`config.mk`:
```
export PLATFORM = sky130hd
export DESIGN_NAME = rca_32bit_adder
export DESIGN_NICKNAME = d
export VERILOG_FILES = /design/src/rtl/rca_32bit_adder.sv
export SDC_FILE = /design/constraint.sdc
export NUM_CORES = 1
export LEC_CHECK = 0
export CAP_MARGIN = 25
export CELL_PAD_IN_SITES_DETAIL_PLACEMENT = 1
export CELL_PAD_IN_SITES_GLOBAL_PLACEMENT = 1
export CORE_UTILIZATION = 34
export CTS_CLUSTER_DIAMETER = 150
export DETAILED_ROUTE_END_ITERATION = 6
export GPL_ROUTABILITY_DRIVEN = 0
export PLACE_DENSITY_LB_ADDON = 0.3
export SLEW_MARGIN = 5
export SYNTH_ARGS = -nofsm -noshare
export SYNTH_HDL_FRONTEND = slang
export SYNTH_SLANG_ARGS = --single-unit
```
`constraint.sdc`:
```
create_clock -name clk -period 14.3 [get_ports clk]
set_input_delay 1.43 -clock clk [delete_from_list [all_inputs] [get_ports clk]]
set_output_delay 1.43 -clock clk [all_outputs]
set_load 0.02 [all_outputs]
```
`src/rtl/rca_32bit_adder.sv`:
```
// rca_32bit_adder
//
// Registered 32-bit ripple-carry adder with a built-in self check.
// A chain of 32 one-bit full-adder cells computes a + b + c_in. A behavioural
// 33-bit sum is computed alongside it, and any disagreement between the two is
// registered as error_flag. Results have one cycle of latency.
//
// Ports:
//   clk        rising-edge clock
//   rst        synchronous active-high reset
//   in_valid   a/b/c_in carry a valid operation this cycle
//   a, b       32-bit unsigned operands
//   c_in       carry into bit 0
//   out_valid  sum/c_out/error_flag hold a new result this cycle
//   sum        registered ripple sum
//   c_out      registered carry out of bit 31
//   error_flag registered mismatch between ripple and behavioural results

module rca_fa_cell (
    input  logic a,
    input  logic b,
    input  logic c,
    output logic s,
    output logic co
);

    assign s  = a ^ b ^ c;
    assign co = (a & b) | (a & c) | (b & c);

endmodule

module rca_32bit_adder (
    input  logic        clk,
    input  logic        rst,
    input  logic        in_valid,
    input  logic [31:0] a,
    input  logic [31:0] b,
    input  logic        c_in,
    output logic        out_valid,
    output logic [31:0] sum,
    output logic        c_out,
    output logic        error_flag
);

    logic [32:0] carry_p0;
    logic [31:0] ripple_sum_p0;
    logic [32:0] ref_full_p0;
    logic        mismatch_p0;

    // Stage p0: combinational ripple chain and behavioural reference.
    // The 32-cell carry chain is the critical path of the block.
    assign carry_p0[0] = c_in;

    for (genvar i = 0; i < 32; i++) begin : g_fa
        rca_fa_cell u_fa (
            .a  (a[i]),
            .b  (b[i]),
            .c  (carry_p0[i]),
            .s  (ripple_sum_p0[i]),
            .co (carry_p0[i+1])
        );
    end

    assign ref_full_p0 = {1'b0, a} + {1'b0, b} + {32'd0, c_in};
    assign mismatch_p0 = (ripple_sum_p0 != ref_full_p0[31:0]) ||
                         (carry_p0[32] != ref_full_p0[32]);

    // Stage p1: output registers. Data only loads on in_valid, so operand
    // values on idle cycles never reach the outputs.
    always_ff @(posedge clk) begin
        if (rst) begin
            out_valid  <= 1'b0;
            sum        <= 32'd0;
            c_out      <= 1'b0;
            error_flag <= 1'b0;
        end else begin
            out_valid <= in_valid;
            if (in_valid) begin
                sum        <= ripple_sum_p0;
                c_out      <= carry_p0[32];
                error_flag <= mismatch_p0;
            end
        end
    end

endmodule

```
==> results.ini, run 1 <==
[status]
status=completed

[routing]
drt_iter0_drc=140
wire_per_inst_um=16.8
dr_total_vias=3983
vias_per_cell=5.29
routed_wl_um=12600
drc=0
antenna_left=0
dr.pass1.iters=4

[worst_setup_path]
criticalPathCategory=in2reg
crit_fanout=2
start_kind=primary input
slowest_delay_ns=0.59
end_kind=register
r2r_setup_slack_ns=13.55
critPathRequiredTime_ns=14.47
cp_slowest_cell=fa_2
cp.arrival_ns=14.13
cp_common_cell=fa_2

[final_layout]
layout-drive-gt1-share_pct=12.7
layout-area-overhead-vs-synth_pct=36.4
fin_nets=737
n_antenna_cell=0
fin_util_pct=47.4

[synthesis]
synth_cells=504
synth_edf_count=0
async_reset_ff_share_pct=0
synth_top_area_cell=dfxtp_1
synth_warnings=0
synth-simple-area-share_pct=14.5
synth_area_per_cell_um2=8.24
ys_seq_area_share_pct=16.9
synth_area_mm2=0.00415
ys_types=59
muxShareOfSynthArea_pct=0.843
synth_compound_area_share_pct=24.1
synth_nets=636
synth-xor-area-share_pct=10.3
synth_top_family_by_area=adder cells
synth_top_area_share_pct=16.9
synthFlopType=dfxtp_1
netlist_top_cells_area=dfxtp_1, fa_1, ha_1, a211oi_1, xnor2_1
synthAdderAreaFrac_pct=25.2
ys_seq_elements=35

[pwr]
vdd_drop_max_mv=0.0617
power_mw=0.531
powerDensity_mw_per_mm2=93.8
p_leak_nw=2.35

[clock_network]
cts-htree-levels=2
clk_pin_slew_ns=0.06
cts-hold-fix-buffers=0
cts_root_buffer=clkbuf_16
cts_num_sinks=35
cts_buffers=5
cts_tree=built
cts_setup_buffers=0
cts_max_path_buffers=2
clock_latency_ns=0.29

[worst_hold_path]
hold_path_class=reg2reg

[global_routing]
antenna_found_initial=0
grt_start_max_net_pins=70
grt_first_pass_wirelength_um=20900
grt_pass1_vias=4298
grt_overflow=0
grt.total_usage_pct=21.0

[sta]
hold_viol=0
period_minus_slack_ns=13.96
whs_ns=0.476
skew_ns=0
setup_viol=0
fin_crit_sh_pct=97.6
final_max_slew_viol_count=0
max_freq_mhz=71.6
slew_headroom_pct=53.4
rsz0062_at_grt=true
worst_pin_slew_ns=0.699

[die]
core_area_mm2=0.0120
io_pins=103
die_w_um=113
dieArea_mm2=0.0127
rows=40
start_util_pct=34.7
die_h_um=113

[placed_design]
dpl.hpwl_um=10400
io_buffer_count=102

[run]
maxCapViolCount=0

power by group:
group / total [mW] / switching [mW] / internal (mW)
Combinational: 0.271 / 0.143 / 0.128
Sequential: 0.112 / 0.00525 / 0.107
Clock: 0.148 / 0.0474 / 0.100
path summary, 6_finish.rpt:
kind / startpoint / to / cells past startpoint
setup / recovery: a[0] / error_flag / 39
hold / removal: sum[0] / sum[0] / 2
setup reg to reg: sum[17] / sum[17] / 2
hold reg to reg: sum[0] / sum[0] / 2
stage by stage:
| step | setup slack, ns | setup TNS (ns) | instances | area [um^2] |
|---|---|---|---|---|
| 2_1_floorplan | 0.00866 | 0 | 504 | 4200 |
| 3_3_place_gp | -0.923 | -0.943 | 745 | 5410 |
| 3_5_place_dp | -1.28 | -1.64 | 745 | 5410 |
| 4_1_cts | 0.0865 | 0 | 753 | 5670 |
| 5_1_grt | -0.0669 | -0.0669 | 753 | 5670 |
| 6_report | 0.336 | 0 | 753 | 5670 |
layout by cell type, fill, tap and decap left out, drive strengths merged, types with 3 or more instances in the layout:
cell type,count
o21ai,15
fa,33
and3,6
o211ai,4
nor2,47
xnor2,31
xor2,18
a31oi,4
buf,14
o31a,3
o41ai,3
a21oi,33
dfxtp,35
and2,3
nand2,30
nand3,5
inv,69
nor3,7
a2111oi,3
nor2b,6
nand4,12
o21a,4
ha,31
clkbuf,8
a211oi,39
a21o,11
clkdlybuf4s50,96
routing by layer:
layer / wire length (um) / track usage (%) / up-vias / part of all wire, %
li1: - / - / 1959 / -
met1: 5590 / 24.4 / 1937 / 44
met2: 6400 / 39.2 / 77 / 51
met3: 501 / 4.54 / 10 / 4.0
met4: 147 / 5.07 / 0 / 1.2
met5: 0 / 0 / - / 0
logic make-up (layout without fill, tap and decap cells):
kind of cell | Yosys count | after routing
AO/OA/AOI/OAI | 137 | 137
XOR/XNOR | 49 | 49
adder cells (fa/ha/maj) | 64 | 64
buffers and inverters | 89 | 191
flip-flops | 35 | 35
multiplexers | 3 | 3
AND/OR/NAND/NOR | 127 | 127
registers in the layout, indices dropped and copies added, names as in the netlist:
signal / count
c_out: 1
sum: 32
out_valid: 1
error_flag: 1
repair_timing:
item,CTS,global route
resized for setup,25,10
pin swaps,7,6
endpoints found under the setup margin,1,1
layout make-up:
class / count / area, um^2
inverter: 69 / 259
fill: 1449 / 6300
timing repair buffer: 114 / 1100
clock inverter: 2 / 60.1
sequential: 35 / 701
tap: 147 / 184
clock buffer: 6 / 129
multi-input combinational: 380 / 3230
critical path, delay by kind of cell:
kind                       cells  cell delay [ns]
adders and majority gates     32            11.61
xor gates and xnor gates       1             0.13
and+or+nand+nor                2             0.67
AOI/OAI and AO/OA              2             0.17
buffers and inverters          2             0.10
cells in the mapped netlist (5+ instances only):
cell type,count
ha_1,31
fa_1,33
nor2_1,47
xor2_1,18
o21ai_0,14
a21o_1,11
xnor2_1,31
nor2b_1,6
nor3_1,7
a211oi_1,38
a21oi_1,32
and3_1,6
clkbuf_1,17
nand4_1,12
inv_1,69
nand3_1,5
nand2_1,29
dfxtp_1,35
(Power assumes the default switching activity.)
==> run 2, diff against run 1 <==
--- a/config.mk
+++ b/config.mk
@@ -5,10 +5,9 @@
 export SDC_FILE = /design/constraint.sdc
 export NUM_CORES = 1
 export LEC_CHECK = 0
+export ABC_AREA = 1
 export CAP_MARGIN = 25
-export CELL_PAD_IN_SITES_DETAIL_PLACEMENT = 1
-export CELL_PAD_IN_SITES_GLOBAL_PLACEMENT = 1
-export CORE_UTILIZATION = 34
+export CORE_UTILIZATION = 48
 export CTS_CLUSTER_DIAMETER = 150
 export DETAILED_ROUTE_END_ITERATION = 6
 export GPL_ROUTABILITY_DRIVEN = 0
==> run 2 against run 1 <==
Hold slack improved by 0.044 ns. Via count is 33% higher. Largest cell class unchanged. Total power shrank 8.7%. Clock-buffer cell count is 1 lower. Combinational power increased by 2%. Utilization up 17 points. Wire length up 6.0%. Critical path type unchanged. Cell count increased by 44%. Largest power group unchanged.
==> results.ini, run 2 <==
[final_layout]
final_cell_area_mm2=0.00639  ; +13%
fin_nets=1080  ; +47%
layout-area-overhead-vs-synth_pct=28.1
n_fill_cell=964  ; -33%
largest-register=sum
seqCellArea_um2=701  ; unchanged
multi_input_area_mm2=0.00360  ; +11%
largest_register_ffs=32  ; unchanged
mostFrequentLayoutCells=nand2_1, inv_1, clkdlybuf4s50_1, nor2_1, a21oi_1
layout-drive-gt1-share_pct=6.43  ; -6.3 points
fin_util_pct=64.5  ; +17 points
final_common_cell=nand2_1
fin_cells=1082  ; +44%
n_antenna_cell=0  ; unchanged

[die]
start_util_pct=50.4  ; +16 points
dieArea_mm2=0.0108  ; -15%
rows=36  ; -10%
die_w_um=104  ; -7.6%
core_area_mm2=0.00991  ; -17%
die_h_um=104  ; -7.6%
io_pins=103  ; unchanged

[clock_network]
cts_root_buffer=clkbuf_8
cts_max_path_buffers=2  ; unchanged
clock_latency_ns=0.30  ; about the same
cts_setup_buffers=0  ; unchanged
clk_pin_slew_ns=0.08  ; +0.02 ns
cts_tree=built
cts_num_sinks=35  ; unchanged
cts-htree-levels=2  ; unchanged
cts_buffers=5  ; unchanged

[global_routing]
grt.total_usage_pct=25.8  ; +4.8 points
grt_pass1_vias=5133  ; +19%
grt_overflow=0  ; unchanged
grt_first_pass_wirelength_um=22900  ; +9.3%
antenna_found_initial=0  ; unchanged
grt_start_max_net_pins=69  ; -1.4%

[synthesis]
synth_area_per_cell_um2=5.92  ; -28%
synth_edf_count=0  ; unchanged
ys_seq_area_share_pct=14.0  ; -2.8 points
synth_cells=843  ; +67%
synth_top_area_share_pct=19.7  ; +2.8 points
synth_top_area_cell=nand2_1
ys_types=28  ; -53%
synth_warnings=0  ; unchanged
synthFlopType=dfxtp_1
ys_seq_elements=35  ; unchanged
netlist_top_cells_area=nand2_1, inv_1, dfxtp_1, fa_1, ha_1
synth_common_cells=nand2_1, inv_1, nor2_1
async_reset_ff_share_pct=0  ; unchanged
synth_area_mm2=0.00499  ; +20%
yosysMostFrequentCell=nand2_1
synth_nets=975  ; +53%

[routing]
vias_per_cell=4.91  ; -7.2%
dr.pass1.iters=5  ; +1
routed_wl_um=13400  ; +6.0%
dr_total_vias=5312  ; +33%
antenna_left=0  ; unchanged
wire_per_inst_um=12.4  ; -26%
drt_iter0_drc=284  ; +100%
drc=0  ; unchanged

[worst_setup_path]
cp.arrival_ns=14.15  ; +0.02 ns
start_kind=primary input
critPathTopFamily=adder cells
path_buf_inv=2  ; unchanged
cp_slowest_cell=fa_1
critPathRequiredTime_ns=14.50  ; +0.03 ns
slowest_delay_ns=0.48  ; -0.11 ns
end_kind=register
crit_fanout=2  ; unchanged
cp_common_cell=fa_2
criticalPathCategory=in2reg

[status]
status=completed

[sta]
whs_ns=0.520  ; +0.0439 ns
setup_tns_ns=0  ; unchanged
slew_headroom_pct=69.8  ; +16 points
fin_crit_sh_pct=97.6  ; about the same
worst_pin_slew_ns=0.453  ; -0.247 ns
skew_ns=0  ; unchanged
setup_viol=0  ; unchanged
final_max_slew_viol_count=0  ; unchanged
max_freq_mhz=71.7  ; about the same
period_minus_slack_ns=13.95  ; -0.0128 ns
finalWorstSetupSlack_ns=0.349  ; +0.0128 ns
rsz0062_at_grt=false
hold_viol=0  ; unchanged

[placed_design]
place_inst=1072  ; +44%
dpl.hpwl_um=11000  ; +5.3%
place_area_mm2=0.00618  ; +14%
preCtsSetupSlack_ns=-1.04  ; +0.233 ns
io_buffer_count=102  ; unchanged

[pwr]
powerDensity_mw_per_mm2=75.9  ; -19%
vdd_drop_max_mv=0.0405  ; -34%
power_mw=0.485  ; -8.7%
p_leak_nw=3.45  ; +47%

[worst_hold_path]
hold_path_class=reg2reg

[run]
maxCapViolCount=0  ; unchanged

==> run 2: cell types whose count changed after synthesis, sizes merged, moves of 8 or more <==
cell | before | now
a211oi | 39 | 0
nand3 | 5 | 49
a21oi | 33 | 58
inv | 69 | 191
o21ai | 15 | 38
nand2 | 30 | 272
a21o | 11 | 2
nor2 | 47 | 69
nand3b | 0 | 8
xnor2 | 31 | 6
==> run 2: routing by layer <==
metal	track usage (%)	wire length, um	vias up
met5	0	0	-
met3	3.45	689	21
met1	31.7	5940	2369
met4	7.24	251	0
met2	46.8	6520	142
li1	-	-	2780
==> run 2: worst paths after layout <==
path	start	end	slack (ns)	cells past startpoint
setup / recovery	a[0]	error_flag	0.35	40
hold / removal	error_flag	error_flag	0.52	2
setup reg to reg	sum[11]	sum[11]	13.63	2
hold reg to reg	error_flag	error_flag	0.52	2
==> run 2: logic make-up (layout without fill, tap and decap cells) <==
kind of cell | after synthesis | count (layout) | share of synthesized area (%)
and+or+nand+nor | 416 | 416 | 34.9
buffers and inverters | 202 | 308 | 15.2
AOI/OAI and AO/OA | 101 | 101 | 10.4
adders and majority gates | 64 | 64 | 21.0
DFF | 35 | 35 | 14.0
xor gates and xnor gates | 25 | 25 | 4.39
==> run 2: cell type report <==
cell class                 instances  share of cell area [%]
tap                              133                    2.60
inverter                         192                    11.3
sequential                        35                    11.0
timing repair buffer             108                    17.1
clock inverter                     3                   0.685
multi-input combinational        606                    56.3
clock buffer                       5                    1.08
==> run 2: report_power, final <==
| part | switching, mW | internal, mW | leakage [nW] | total, mW |
|---|---|---|---|---|
| Combinational | 0.159 | 0.117 | 3.10 | 0.277 |
| Clock | 0.0452 | 0.0520 | 0.0581 | 0.0972 |
| Sequential | 0.00428 | 0.107 | 0.291 | 0.111 |
| Total | 0.209 | 0.276 | 3.45 | 0.485 |
==> run 2: timing repair <==
| item | 4_1_cts | 5_1_grt |
|---|---|---|
| hold buffers | 0 | 0 |
| resized for setup | 16 | 6 |
| cloned | 0 | 0 |
| pin swaps | 1 | 0 |
| setup endpoints to repair | 4 | 1 |
| endpoints found under the hold margin | 0 | 0 |
==> run 2: worst reg2reg max path: cells and delay by family (launching register included) <==
family | cells | cell delay [ns]
AO/OA/AOI/OAI | 2 | 0.22
flip-flops | 1 | 0.32
==> run 3, diff against run 2 <==
--- a/config.mk
+++ b/config.mk
@@ -7,6 +7,7 @@
 export LEC_CHECK = 0
 export ABC_AREA = 1
 export CAP_MARGIN = 25
+export CORE_ASPECT_RATIO = 0.8
 export CORE_UTILIZATION = 48
 export CTS_CLUSTER_DIAMETER = 150
 export DETAILED_ROUTE_END_ITERATION = 6
==> run 3 against run 2 <==
Critical path depth unchanged. Clock-buffer cell count grew 3. Cell count is 0.28% higher. Non-clock buffer count is the same. Sequential share of layout area decreased by 0.089 points. Sequential power about the same. Combinational power grew 2%. Largest cell class unchanged.
==> results.ini, run 3 (synthesis results as in run 2) <==
[die]
die_h_um=93.2  ; -10%
rows=32  ; -11%
io_pins=103  ; unchanged
core_area_mm2=0.00989  ; -0.20%
die_w_um=116  ; +12%
start_util_pct=50.5  ; +0.10 points
dieArea_mm2=0.0108  ; about the same

[final_layout]
layout-area-overhead-vs-synth_pct=29.1
fin_util_pct=65.2  ; +0.66 points
n_antenna_cell=0  ; unchanged
final_common_cell=nand2_1
largest-register=sum
layout-drive-gt1-share_pct=6.85  ; +0.42 points
seqCellArea_um2=701  ; unchanged
mostFrequentLayoutCells=nand2_1, inv_1, clkdlybuf4s50_1, nor2_1, a21oi_1
multi_input_area_mm2=0.00361  ; +0.49%
fin_nets=1080  ; unchanged
largest_register_ffs=32  ; unchanged
n_fill_cell=945  ; -2.0%

[worst_hold_path]
hold-path-endpoint=sum[27]
hold_path_class=reg2reg
hp-start=sum[27]
hold_depth=2  ; unchanged

[placed_design]
preCtsSetupSlack_ns=-1.05  ; -0.0104 ns
io_buffer_count=102  ; unchanged
dpl.hpwl_um=11000  ; +0.50%

[routing]
antenna_left=0  ; unchanged
dr_total_vias=5352  ; +0.75%
drc=0  ; unchanged
vias_per_cell=4.93  ; +0.47%
wire_per_inst_um=12.6  ; +1.5%
drt_iter0_drc=371  ; +31%
dr.pass1.iters=5  ; unchanged
routed_wl_um=13600  ; +1.8%

[pwr]
powerDensity_mw_per_mm2=79.7  ; +5.0%
vdd_drop_max_mv=0.0483  ; +19%
power_mw=0.513  ; +5.8%
p_leak_nw=3.47  ; +0.49%

[clock_network]
cts_buffers=5  ; unchanged
cts_tree=built
cts-htree-levels=2  ; unchanged
clock_latency_ns=0.29  ; about the same
cts_max_path_buffers=2  ; unchanged
clk_pin_slew_ns=0.06  ; -0.02 ns
cts_num_sinks=35  ; unchanged
cts_root_buffer=clkbuf_16

[worst_setup_path]
criticalPathCategory=in2reg
rr_worst_depth=2  ; unchanged
slowest_delay_ns=0.58  ; +0.10 ns
end_kind=register
crit_fanout=2  ; unchanged
r2r_setup_slack_ns=13.58  ; -0.05 ns
critPathRequiredTime_ns=14.48  ; -0.02 ns
cp_slowest_cell=fa_2
cp.arrival_ns=14.10  ; -0.05 ns
r2r_end=sum[6]
start_kind=primary input
r2r_start=sum[6]
cp_common_cell=fa_2

[sta]
fin_crit_sh_pct=97.4  ; -0.20 points
whs_ns=0.525  ; +0.00483 ns
worst_pin_slew_ns=0.941  ; +0.489 ns
final_max_slew_viol_count=0  ; unchanged
rsz0062_at_grt=false
finalWorstSetupSlack_ns=0.377  ; +0.0280 ns
setup_tns_ns=0  ; unchanged
setup_viol=0  ; unchanged
period_minus_slack_ns=13.92  ; -0.0280 ns
max_freq_mhz=71.8  ; +0.20%
skew_ns=0  ; unchanged
hold_viol=0  ; unchanged
slew_headroom_pct=37.2  ; -33 points

[global_routing]
grt_start_max_net_pins=69  ; unchanged
antenna_found_initial=0  ; unchanged
grt_overflow=0  ; unchanged
grt.total_usage_pct=25.9  ; +0.10 points
grt_first_pass_wirelength_um=21900  ; -4.3%
grt_pass1_vias=4776  ; -7.0%

[status]
status=completed

[run]
maxCapViolCount=0  ; unchanged

[run 3: worst max-delay path by stage]
stage | cells after the start | to | startpoint | slack (ns)
after floorplan | 39 | error_flag | a[0] | 0.03
after global placement | 40 | error_flag | a[0] | -0.97
after detailed placement | 40 | error_flag | a[0] | -1.05
after CTS | 40 | error_flag | a[0] | 0.02
after global routing | 40 | error_flag | a[0] | 0.04
final | 40 | error_flag | a[0] | 0.38
[run 3: power breakdown]
group          internal (mW)  total (mW)  switching (mW)
combinational          0.119       0.282           0.163
clock                 0.0743       0.120          0.0457
sequential             0.107       0.112         0.00434
total                  0.300       0.513           0.213
[run 3: final cells by class]
class	instances	area share [%]
Inverter	192	11.2
Clock buffer	8	2.43
Tap cell	136	2.64
Multi-Input combinational cell	606	56.1
Sequential cell	35	10.9
Timing Repair Buffer	108	16.8
[run 3: metal layers]
layer | track usage [%] | up-vias | wire length [um]
met5 | 0 | - | 0
met4 | 4.91 | 0 | 164
met3 | 4.86 | 17 | 1040
met2 | 38.6 | 190 | 5420
met1 | 38.6 | 2357 | 7020
li1 | - | 2788 | -
[run 3: metrics by stage]
step	std cells	instance area, um^2
after global placement	1075	6180
after global routing	1085	6440
final	1085	6440
after detailed placement	1075	6180
after floorplan	843	5000
after CTS	1084	6380
[run 3: timing repair]
action | CTS | global route
resized for setup | 16 | 11
hold buffers | 0 | 0
pin swaps | 1 | 2
setup endpoints to repair | 4 | 1
gates cloned | 0 | 0
buffers inserted | 1 | 0
[run 3: worst max-delay path: cells and delay by family]
family                     cells  cell delay [ns]
and+or+nand+nor                5             0.41
xor gates and xnor gates       1             0.08
buffers and inverters          2             0.51
adders and majority gates     32            11.65
